$ cat config.mk
export PLATFORM = sky130hd
export DESIGN_NAME = i_fetch
export DESIGN_NICKNAME = d
export VERILOG_FILES = /design/src/rtl/i_fetch_pkg.sv /design/src/rtl/fetch_sat_counter.sv /design/src/rtl/i_fetch.sv
export SDC_FILE = /design/constraint.sdc
export NUM_CORES = 1
export LEC_CHECK = 0
export CAP_MARGIN = 20
export CORE_AREA = 2 2 65 61
export DETAILED_ROUTE_END_ITERATION = 10
export DIE_AREA = 0 0 67 63
export PLACE_DENSITY_LB_ADDON = 0.25
export SLEW_MARGIN = 25
export SYNTH_ARGS = -nofsm -noshare
export SYNTH_HDL_FRONTEND = slang
export SYNTH_SLANG_ARGS = --single-unit
$ cat constraint.sdc
create_clock -name clk -period 3.65 [get_ports clk]
set_clock_uncertainty 0.1 [all_clocks]
set_input_delay 0.73 -clock clk [delete_from_list [all_inputs] [get_ports clk]]
set_output_delay 0.73 -clock clk [all_outputs]
set_load 0.01 [all_outputs]
$ cat src/rtl/i_fetch_pkg.sv
// i_fetch_pkg: shared defaults for the instruction fetch stage
package i_fetch_pkg;
    localparam int ADDR_WIDTH_DEF = 12;
    localparam int DATA_WIDTH_DEF = 16;
    localparam int RESET_PC_DEF   = 0;
    localparam int PERF_CNT_W     = 32;
endpackage

$ cat src/rtl/fetch_sat_counter.sv
// fetch_sat_counter: saturating event counter used by the fetch perf monitors
module fetch_sat_counter
    import i_fetch_pkg::*;
#(
    parameter int WIDTH = PERF_CNT_W
) (
    input  logic             clk,
    input  logic             rst,
    input  logic             inc,
    output logic [WIDTH-1:0] count
);
    // count events, sticking at all-ones instead of wrapping
    always_ff @(posedge clk or posedge rst)
        if (rst)
            count <= '0;
        else if (inc && !(&count))
            count <= count + 1'b1;
endmodule

$ cat src/rtl/i_fetch.sv
// i_fetch: PC owner feeding a 1-cycle synchronous instruction RAM; I_FETCH_PERF_EN adds perf counters
module i_fetch
    import i_fetch_pkg::*;
#(
    parameter int ADDR_WIDTH = ADDR_WIDTH_DEF,
    parameter int DATA_WIDTH = DATA_WIDTH_DEF,
    parameter int RESET_PC   = RESET_PC_DEF
) (
    input  logic                  clk,
    input  logic                  rst,
    input  logic                  stall,
    input  logic                  redirect,
    input  logic [ADDR_WIDTH-1:0] redirect_addr,
    output logic [ADDR_WIDTH-1:0] mem_r_addr,
    output logic                  mem_r_en,
    input  logic [DATA_WIDTH-1:0] mem_dout,
    output logic [DATA_WIDTH-1:0] instr,
    output logic [ADDR_WIDTH-1:0] instr_pc,
`ifdef I_FETCH_PERF_EN
    output logic [PERF_CNT_W-1:0] perf_fetch_cnt,
    output logic [PERF_CNT_W-1:0] perf_stall_cnt,
`endif
    output logic                  instr_valid
);
    localparam logic [ADDR_WIDTH-1:0] PC0 = ADDR_WIDTH'(RESET_PC);
    logic [ADDR_WIDTH-1:0] pc;
    logic [ADDR_WIDTH-1:0] pc_q;
    logic                  valid_q;
    // redirect overrides stall; stall freezes the RAM so dout (and instr) holds
    always_comb begin
        mem_r_en    = !rst && (redirect || !stall);
        mem_r_addr  = redirect ? redirect_addr : pc;
        instr       = mem_dout;
        instr_pc    = pc_q;
        instr_valid = valid_q;
    end
    // advance the PC on every issued read; the issued address becomes the presented pc next cycle
    always_ff @(posedge clk or posedge rst)
        if (rst) begin
            pc      <= PC0;
            pc_q    <= PC0;
            valid_q <= 1'b0;
        end else if (redirect || !stall) begin
            pc      <= mem_r_addr + 1'b1;
            pc_q    <= mem_r_addr;
            valid_q <= 1'b1;
        end
`ifdef I_FETCH_PERF_EN
    fetch_sat_counter #(.WIDTH(PERF_CNT_W)) u_fetch_cnt (
        .clk  (clk),
        .rst  (rst),
        .inc  (valid_q && !stall),
        .count(perf_fetch_cnt)
    );
    fetch_sat_counter #(.WIDTH(PERF_CNT_W)) u_stall_cnt (
        .clk  (clk),
        .rst  (rst),
        .inc  (valid_q && stall),
        .count(perf_stall_cnt)
    );
`endif
endmodule

==> impl_metrics.tcl <==
set metrics [dict create \
    cts_buffer_depth 2 \
    rows 21 \
    cts_hold_buf 0 \
    die_x_um 67 \
    clock-sinks 25 \
    antenna_found_initial 0 \
    die-area_um2 4220 \
    dp_hpwl_mm 2.59 \
    yosys_warnings 0 \
    cts_resized 0 \
    cp.arrival_ns 2.43 \
    cts_buffers 3 \
    pin_count 74 \
    drt_iter0_markers 40 \
    maxSlewHeadroom_pct 39.8 \
    diodes 0 \
    h-tree-depth 1 \
    synth_area_leaders "dfrtp_1 43%, buf_4 8.8%, nor2_1 6.0%" \
    overflow 0 \
    vdd_drop_max_v 0.000197 \
    synth_edf_count 0 \
    met2_length_mm 1.63 \
    outcome "complete, no violations" \
    grt_use_total_pct 17.5 \
    cp_data_required_time_ns 2.82 \
    synth_cells 159 \
    grt_start_max_net_pins 26 \
    clkSlewWorstSetupHoldPaths_ns 0.09 \
    path_class "in -> out" \
    wl_met1_mm 1.51 \
    synth.cell_area_um2 1450 \
    final_common_cell "clkdlybuf4s50_1" \
    num_vias 1236 \
    postRouteAntennaNets 0 \
    portBuffers 41 \
    post-cts-setup-buffers 0 \
    syn_to_final_growth_pct 28.2 \
    syn_area_per_cell_um2 9.12 \
    synth_fp_nets 192 \
    gp_congestion 0.787 \
    setup_tns_ns 0 \
    min_path_type "reg -> reg" \
    ys_seq_area_share_pct 43.1 \
    wl_per_cell_um 14.7 \
    fmax_ghz 0.307 \
    initial_core_util_pct 40.6 \
    grt_pass1_wl_mm 5.75 \
    rsz0062_at_grt "false" \
    period_needed_ns 3.26 \
    wl_met3_um 253 \
    setup_viol 0 \
    fin_crit_sh_pct 89.4 \
    synthArstFlopShare_pct 100 \
    worst_slew_pin_slew_ns 0.898 \
    final_cell_mix "41 x clkdlybuf4s50_1, 25 x dfrtp_1, 23 x nor2_1" \
    cp_max_fo 20 \
    grt_pass1_vias 1226 \
    startpoint_type "input port" \
    first_pass_iters 4 \
    yosys.area.top_type "dfrtp_1" \
    dr.max_layer_used "met4" \
    cap_violations 0 \
    cts_root_buffer "clkbuf_8" \
    power_density_nw_per_um2 431 \
    die-height_um 63 \
    clk_latency_ns 0.27 \
    routed_wl_mm 3.44 \
    final_nets 222 \
    leakage_nw 0.799 \
    ys.flop_type "dfrtp_1" \
    hold_viol 0 \
    yosys_register_bits 25 \
    pre_cts_ws_ns 0.386 \
    drc 0 \
    end_kind "output pin" \
    drive_gt1_share_pct 7.98 \
    routed_via_density 5.28 \
    core-area_um2 3570 \
    setup_ws_ns 0.388 \
    drv_slew 0 \
    synth_cell_type_count 37 \
    yosys.area.top_type_share_pct 43.1 \
    cts_tree "done" \
]
## logic make-up (layout without fill, tap and decap cells)
family / after synthesis / count (layout) / share of synthesized area [%]
fa+ha+maj: 1 / 1 / 0.863
flops: 25 / 25 / 43.1
mux: 12 / 12 / 8.63
buf+inv: 32 / 61 / 13.2
xor+xnor: 3 / 3 / 1.81
compound gates: 29 / 29 / 13.3
simple gates: 57 / 57 / 19.1
## cell usage after synthesis (2+ instances only)
cell type and instances:
dfrtp_1 25, nor2_1 23, buf_4 17, a21oi_1 11
nand2_1 10, inv_1 9, mux2i_1 8, clkbuf_1 5
nor3_1 5, mux2_2 4, nand2b_1 3, nand3_1 3
o21a_1 3, o31ai_1 3, xnor2_1 3, and4_1 2
nand3b_1 2, nor4_1 2, o21ai_0 2, o31a_1 2
## per-layer routing
layer,vias up,global-route usage (%)
li1,593,-
met1,590,23.9
met2,42,27.1
met3,11,5.05
met4,0,4.59
met5,-,0
## per-stage QoR
step                power (W)  instance area [um^2]  instances  hold WS (ns)  util (%)
floorplan            0.000516                  1450        159         0.338         -
global placement     0.000636                  1810        230         0.348      50.7
detailed placement   0.000644                  1810        230         0.360      50.7
CTS                  0.000807                  1860        234         0.380      52.0
global route         0.000851                  1860        234         0.402      52.0
finish               0.000801                  1860        234         0.378      52.0
## flip-flops by register name (all words and copies together), names as in the netlist
name / flops
instr_pc: 12
pc: 12
instr_valid: 1
## power by group
part | internal (W) | total (W) | switching, W
clock network | 0.0000764 | 0.000165 | 0.0000884
registers | 0.000324 | 0.000351 | 0.0000275
logic | 0.000151 | 0.000285 | 0.000134
total | 0.000551 | 0.000801 | 0.000250
## layout make-up
type                    instances  area [um^2]
multi-input cells             102          633
clock inverters                 1         5.00
inverters                       9         33.8
clock buffers                   3         41.3
flip-flops and latches         25          626
fillers                       361         1710
repair buffers                 48          463
well taps                      46         57.6
## worst max-delay path, stage by stage
cell and delay, ns:
clkdlybuf4s50_1 0.46, buf_4 0.26, mux2i_1 0.36, inv_1 0.12, clkdlybuf4s50_1 0.49
## final timing paths
check | startpoint | to | slack, ns | cells after the start
min in group asynchronous | rst | pc[0] | 0.77 | 2
max | redirect | mem_r_addr[5] | 0.39 | 5
min reg2reg | pc[1] | pc[1] | 0.38 | 2
max reg2reg | pc[0] | pc[11] | 1.82 | 5
min | pc[1] | pc[1] | 0.38 | 2
max in group asynchronous | rst | instr_pc[7] | 2.26 | 2
Note: power is estimated with default switching activity, not from simulation.
